==> src/rtl/inst_prefetch_queue.sv <==
// Instruction prefetch queue: sequential word fetch over req/ack, FIFO of {inst, pc+4}, redirect flush.
// Optional macro PREFETCH_BYPASS_EN: an ack into an empty FIFO is forwarded combinationally to the IF stage.
module inst_prefetch_queue #(
   parameter int          DEPTH    = 4,
   parameter logic [31:0] RESET_PC = 32'h0
) (
   input  logic        clk,
   input  logic        reset,
   input  logic        redirect_valid,
   input  logic [31:0] redirect_pc,
   output logic        mem_req,
   output logic [31:0] mem_addr,
   input  logic        mem_ack,
   input  logic [31:0] mem_rdata,
   output logic        inst_valid,
   output logic [31:0] inst_data,
   output logic [31:0] inst_pc_plus4,
   input  logic        inst_ready
);

   localparam int         PW   = $clog2(DEPTH);
   localparam logic [PW:0] FULL = (PW + 1)'(DEPTH);

   typedef enum logic [1:0] {IDLE, REQ, DROP} state_t;

   state_t        state, state_next;
   logic [31:0]   fetch_pc;
   logic [31:0]   req_addr;
   logic [31:0]   data_mem [DEPTH];
   logic [31:0]   pc4_mem  [DEPTH];
   logic [PW-1:0] rd_ptr, wr_ptr;
   logic [PW:0]   count;
   logic          fifo_empty, fifo_full;
   logic          ack_in_req, push, pop;

   assign fifo_empty = (count == '0);
   assign fifo_full  = (count == FULL);
   assign ack_in_req = (state == REQ) && mem_ack;

`ifdef PREFETCH_BYPASS_EN
   logic bypass_hit;
   assign bypass_hit = fifo_empty && ack_in_req && !redirect_valid;
   // A forwarded word the consumer takes right away never enters the FIFO.
   assign push = ack_in_req && !redirect_valid && !(bypass_hit && inst_ready);
`else
   assign push = ack_in_req && !redirect_valid;
`endif
   assign pop = !fifo_empty && inst_ready && !redirect_valid;

   // NOTE: sequential state uses non-blocking (<=) so every flop samples pre-edge values.
   always_ff @(posedge clk or posedge reset) begin
      if (reset) state <= IDLE;
      else       state <= state_next;
   end

   always_comb begin
      // NOTE: default first so no path through the case leaves state_next unassigned (no latch).
      state_next = state;
      case (state)
         IDLE:    if (!redirect_valid && !fifo_full) state_next = REQ;
         REQ:     if (mem_ack)             state_next = IDLE;
                  else if (redirect_valid) state_next = DROP;
         DROP:    if (mem_ack)             state_next = IDLE;
         default: state_next = IDLE;
      endcase
   end

   always_comb begin
      mem_req  = (state != IDLE);
      mem_addr = req_addr;
   end

   // The request address is captured at issue so it stays stable even if a redirect moves fetch_pc.
   always_ff @(posedge clk or posedge reset) begin
      if (reset) begin
         fetch_pc <= RESET_PC;
         req_addr <= RESET_PC;
      end else begin
         if (redirect_valid)  fetch_pc <= redirect_pc & 32'hFFFF_FFFC;
         else if (ack_in_req) fetch_pc <= fetch_pc + 32'd4;
         if (state == IDLE && state_next == REQ) req_addr <= fetch_pc;
      end
   end

   always_ff @(posedge clk or posedge reset) begin
      if (reset) begin
         rd_ptr <= '0;
         wr_ptr <= '0;
         count  <= '0;
      end else if (redirect_valid) begin
         rd_ptr <= '0;
         wr_ptr <= '0;
         count  <= '0;
      end else begin
         if (push) wr_ptr <= wr_ptr + PW'(1);
         if (pop)  rd_ptr <= rd_ptr + PW'(1);
         case ({push, pop})
            2'b10:   count <= count + (PW + 1)'(1);
            2'b01:   count <= count - (PW + 1)'(1);
            default: count <= count;
         endcase
      end
   end

   // NOTE: the storage array has no reset; validity comes from count and outputs are gated by it.
   always_ff @(posedge clk) begin
      if (push) begin
         data_mem[wr_ptr] <= mem_rdata;
         pc4_mem[wr_ptr]  <= req_addr + 32'd4;
      end
   end

   always_comb begin
      inst_valid    = !fifo_empty;
      inst_data     = 32'h0;
      inst_pc_plus4 = 32'h0;
      if (!fifo_empty) begin
         inst_data     = data_mem[rd_ptr];
         inst_pc_plus4 = pc4_mem[rd_ptr];
      end
`ifdef PREFETCH_BYPASS_EN
      else if (bypass_hit) begin
         inst_valid    = 1'b1;
         inst_data     = mem_rdata;
         inst_pc_plus4 = req_addr + 32'd4;
      end
`endif
   end

endmodule
==> config.mk <==
export PLATFORM = sky130hd
export DESIGN_NAME = inst_prefetch_queue
export DESIGN_NICKNAME = d
export VERILOG_FILES = /design/src/rtl/inst_prefetch_queue.sv
export SDC_FILE = /design/constraint.sdc
export NUM_CORES = 1
export LEC_CHECK = 0
export BUFFER_PORTS_ARGS = -buffer_cell sky130_fd_sc_hd__buf_4
export CAP_MARGIN = 20
export CORE_MARGIN = 3
export CORE_UTILIZATION = 40
export CTS_CLUSTER_DIAMETER = 50
export DETAILED_ROUTE_END_ITERATION = 10
export HOLD_SLACK_MARGIN = 0.08
export PLACE_DENSITY_LB_ADDON = 0.12
export SLEW_MARGIN = 20
export SYNTH_ARGS = -nofsm -noshare
export SYNTH_HDL_FRONTEND = slang
export SYNTH_SLANG_ARGS = --single-unit
==> constraint.sdc <==
create_clock -name clk -period 2.9 [get_ports clk]
set_input_delay 0 -clock clk [delete_from_list [all_inputs] [get_ports clk]]
set_output_delay 0 -clock clk [all_outputs]
set_load 0.01 [all_outputs]
# Word level (Yosys, flattened, before mapping)
# Memories as Yosys holds them, arrays and structs flattened.
# Cells that the tools add are included.
[op_classes]
n_addsub = 6
n_mul = 0
div_mod_pow = 0
magnitude_cmp = 0
eq_ne = 6
shift = 0
muxes = 17
bitwise_logic = 0
n_reduce_logical = 16
[ops]
columns = ["cell", "count"]
rows = [
  ["$mux W32", 4],
  ["$add A32 B3 Y32 const B", 2],
  ["$mux W2", 8],
  ["$reduce_bool A2 Y1", 4],
  ["$eq A2 B1 Y1 const B", 3],
  ["$logic_and A1 B1 Y1", 6],
  ["$pmux W2 S3", 1],
  ["$pmux W3 S2", 1],
  ["$add A2 B1 Y2 const B", 2],
  ["$eq A2 B2 Y1 const B", 2],
  ["$add A3 B1 Y3 const B", 1],
  ["$eq A3 B3 Y1 const B", 1],
  ["$logic_not A1 Y1", 3],
  ["$logic_not A3 Y1", 1],
  ["$mux W3", 1],
  ["$reduce_bool A3 Y1", 1],
  ["$sub A3 B1 Y3 const B", 1],
  ["$logic_not A2 Y1", 1],
  ["$mux W1", 2],
]
[totals]
ff_bits = 73
latch_bits = 0
ramBits = 256
romBits = 0
inputBits = 69
out_inout_bits = 98
word_cells = 53
mem_count = 2
[mem_list]
columns = ["memory", "depth", "width", "read_ports", "rd_ports_with_merged_regs", "wr", "line", "source"]
rows = [
  ["data_mem", 4, 32, 1, 0, 1, "29", "logic [31:0] data_mem [DEPTH];"],
  ["pc4_mem", 4, 32, 1, 0, 1, "30", "logic [31:0] pc4_mem [DEPTH];"],
]

# Longest topological paths before layout
[logic_depth]
ltp_word = 7
mapped_depth = 7
mapped_depth_nobuf = 6

# Worst setup path after synthesis
# OpenSTA, ideal clock, no wires.
[synth_path]
path_type = "reg2reg"
start = "register state[1]"
end = "memory data_mem[0][0] (enable)"
setup_ps = 427
arrival_time_ps = 2559
t_required_ps = 2473
setup_slack_ps = -86
path_stages_with_launch = 4
path_buffers = 1
synth_period_minus_slack_ps = 2986
path_cell_list = "dfrtp_1 and3b_1 buf_1 and3_1"
[synth_via]
elab_chain_cells = 5
[synth_rtl]
columns = ["element", "line", "source"]
rows = [
  ["start, declared", "26", "state_t state, state_next;"],
  ["start signal, assigned", "53", "else state <= state_next;"],
  ["$eq A2 B1 Y1", "38", "assign ack_in_req = (state == REQ) && mem_ack;"],
  ["$logic_and A1 B1 Y1", "38", ""],
  ["$logic_and A1 B1 Y1", "46", "assign push = ack_in_req && !redirect_valid;"],
  ["$mux W1", "107", "if (push) begin"],
  ["$mux W1 (not written as such)", "108", "data_mem[wr_ptr] <= mem_rdata;"],
  ["end, declared", "29", ""],
]
# No other way between the ends.

# Worst setup path in the final report
[layout_path]
start = "register state[1]"
end = "register fetch_pc[19]"
[layout_via]
elab_chain_cells = 3
[layout_rtl]
columns = ["element", "line", "source"]
rows = [
  ["$eq A2 B1 Y1", "38", ""],
  ["$logic_and A1 B1 Y1", "38", ""],
  ["$reduce_bool A2 Y1 (no line)", "-", ""],
  ["end signal, assigned", "79", "if (redirect_valid) fetch_pc <= redirect_pc & 32'hFFFF_FFFC;"],
  ["end signal, assigned", "80", "else if (ack_in_req) fetch_pc <= fetch_pc + 32'd4;"],
  ["end, declared", "27", "logic [31:0] fetch_pc;"],
]
# No other way between the ends.
# A chain may end at the register's enable or synchronous reset.

==> out/metrics.cfg <==
[drt]
wirelength_microns=29500
wl_per_cell_microns=19.0
firstDrtPassIters=4
dr_total_vias=7938
drc=0
vias_per_cell=5.11
ant_nets=0
drt_iter0_markers=506

[layout]
stdcell_area_sq_mm=0.0174
final_core_util_pct=53.2
n_fill_cell=2749
final_common_cell=edfxtp_1
finalNetCount=1158
n_antenna_cell=0
drive_gt1_share_pct=30.7
instances_no_fill=1554
syn_to_final_growth_pct=30.4
layout_common_cells=248 x edfxtp_1, 172 x buf_4, 93 x dlygate4sd3_1, 67 x and2_1, 67 x dfrtp_1

[die]
die-area_sq_mm=0.0356
start_util_pct=40.8
ios=167
num_rows=66
die_h_microns=189
core_area_sq_mm=0.0327
chipWidth_microns=189

[sta]
post-route-min-period_ns=2.64
holdWs_ns=0.167
drv_slew=0
setup_tns_ns=0
worst_pin_slew_ns=0.685
clock.fmax_ghz=0.379
setup_viol=0
finalHoldViolCount=0
max_slew_margin_pct=54.3
rsz0062_at_grt=no
post-route-period-util_pct=91.0
worst_slack_ns=0.261
skew_ns=0.0129

[clock_tree]
cts_buffers=39
hold_buffers=93
clkSinkCount=317
clk_latency_ns=0.52
clockBufferDepth=3
cts_setup_buffers=0
clkTransAtPathRegs_ns=0.06
root_buffer=clkbuf_16
cts_tree=yes
cts_htree_levels=2
cts_resized=0

[synth]
synth_flop_cell=edfxtp_1
syn_area_sq_mm=0.0133
ys_warn_count=0
seq_area_frac_synth_pct=68.8
syn_inst=811
synth_edf_count=248
synth_area_per_cell_sq_um=16.4
ys_types=48
yosys_register_bits=317
ys_async_sr_fraction_pct=21.8

[placed_design]
place_inst=1390
dp_hpwl_microns=18300
place_congestion=0.793
io_buffers=160
placed_area_sq_mm=0.0152
preCtsSetupSlack_ns=0.698

[pwr]
power.total_mw=15.7
power_switching_share_pct=29.6
p_int_mw=11.0
peakVddDrop_v=0.000531
pwr-share-clk_pct=30.9
power.density_mw_per_mm2=901
p_leak_nw=6.21
power_frac_comb_pct=29.3
pwr-share-seq_pct=39.8
switchingPower_mw=4.63

[setup_path]
worstPathRequired_ns=3.30
worst_setup_path_start_kind=flop
setup.worst_path.end_class=flop
worstPathArrival_ns=3.04
cp_max_fo=23
path_class=flop to flop

[global_routing]
gr-total-overflow=0
grt_usage_pct=16.8
grt_pass1_wl_microns=47100
antenna_found_initial=0
grt_pass1_vias=8301
grt_max_degree=65

[status]
status=completed

[run]
drv_cap=0

[min_path]
hold_class=input pin to async pin

area by class of cell:
cell class / count / area, sq um / area share [%]
clock inverter: 23 / 284 / 1.63
timing repair buffer: 272 / 2360 / 13.6
inverter: 9 / 33.8 / 0.194
tap: 442 / 553 / 3.18
clock buffer: 48 / 1030 / 5.92
sequential: 317 / 9180 / 52.8
multi-input combinational: 443 / 3960 / 22.7
synth_stat cells (3+ instances only):
master    count  area (sq um)
a31oi_1      15          93.8
and2_1       67           419
and3_1       11          68.8
and4_1        6          52.6
buf_2         8          40.0
buf_4         4          30.0
clkbuf_1     30           113
dfrtp_1      69          1730
edfxtp_1    248          7450
ha_1          6          75.1
inv_1         9          33.8
mux2_2       27           304
mux4_2       62          1400
nand2_1      36           135
nand3_1      27           135
nand4_1      20           125
nor2_1       30           113
nor3_1       10          50.1
nor4_1        5          31.3
o211ai_1      3          22.5
o21ai_0      16          80.1
o31ai_1      13          97.6
or3_1         4          25.0
or4_1        16           120
xnor2_1      28           245
xor2_1       13           114
registers in the layout, indices dropped and copies added, names as in the netlist:
register / cells
state: 2
count: 3
data_mem: 128
fetch_pc: 30
wr_ptr: 2
rd_ptr: 2
mem_addr: 30
pc4_mem: 120
worst max-delay path: stages (launching register included):
cell           delay (ns)
dfrtp_1              0.43
nand3b_4             0.21
or4_4                0.70
o311a_1              0.38
a221o_1              0.25
dlygate4sd3_1        0.55
path summary, 6_finish.rpt:
kind,slack (ns),endpoint,depth (start not counted),startpoint
worst max-delay path,0.26,fetch_pc[19],5,state[1]
min in group clk,0.23,data_mem[0][5],2,mem_rdata[5]
worst min-delay path,0.17,fetch_pc[11],3,reset
worst min register to register,0.55,mem_addr[31],1,fetch_pc[31]
max in group asynchronous,1.98,rd_ptr[0],4,reset
worst max register to register,0.26,fetch_pc[19],5,state[1]
logic make-up (layout without fill, tap and decap cells):
logic type               Yosys count  in the layout  synth area share [%]
flip-flops                       317            317                  68.8
AND/OR/NAND/NOR                  244            244                  10.4
multiplexers                      91             91                  12.9
AO/OA/AOI/OAI                     56             56                  2.77
buffers and inverters             54            352                  1.76
XOR/XNOR                          41             41                  2.69
adder cells (fa/ha/maj)            7              7                 0.713
other                              1              4                0.0281
metal layers:
layer	global-route usage, %	vias up	routed length [microns]
met5	0	-	0
met2	27.6	186	14400
met4	4.24	0	527
met3	3.07	37	1390
met1	23.2	4002	13200
li1	-	3713	-
power groups by stage:
stage | Sequential (mW) | Combinational, mW | Clock, mW
final | 6.23 | 4.60 | 4.84
after detailed placement | 6.33 | 4.60 | 0
after global placement | 6.32 | 4.56 | 0
after CTS | 6.24 | 4.73 | 5.00
after floorplan | 6.14 | 2.61 | 0
after global routing | 6.32 | 5.04 | 5.19
Note: power is estimated with default switching activity, not from simulation.
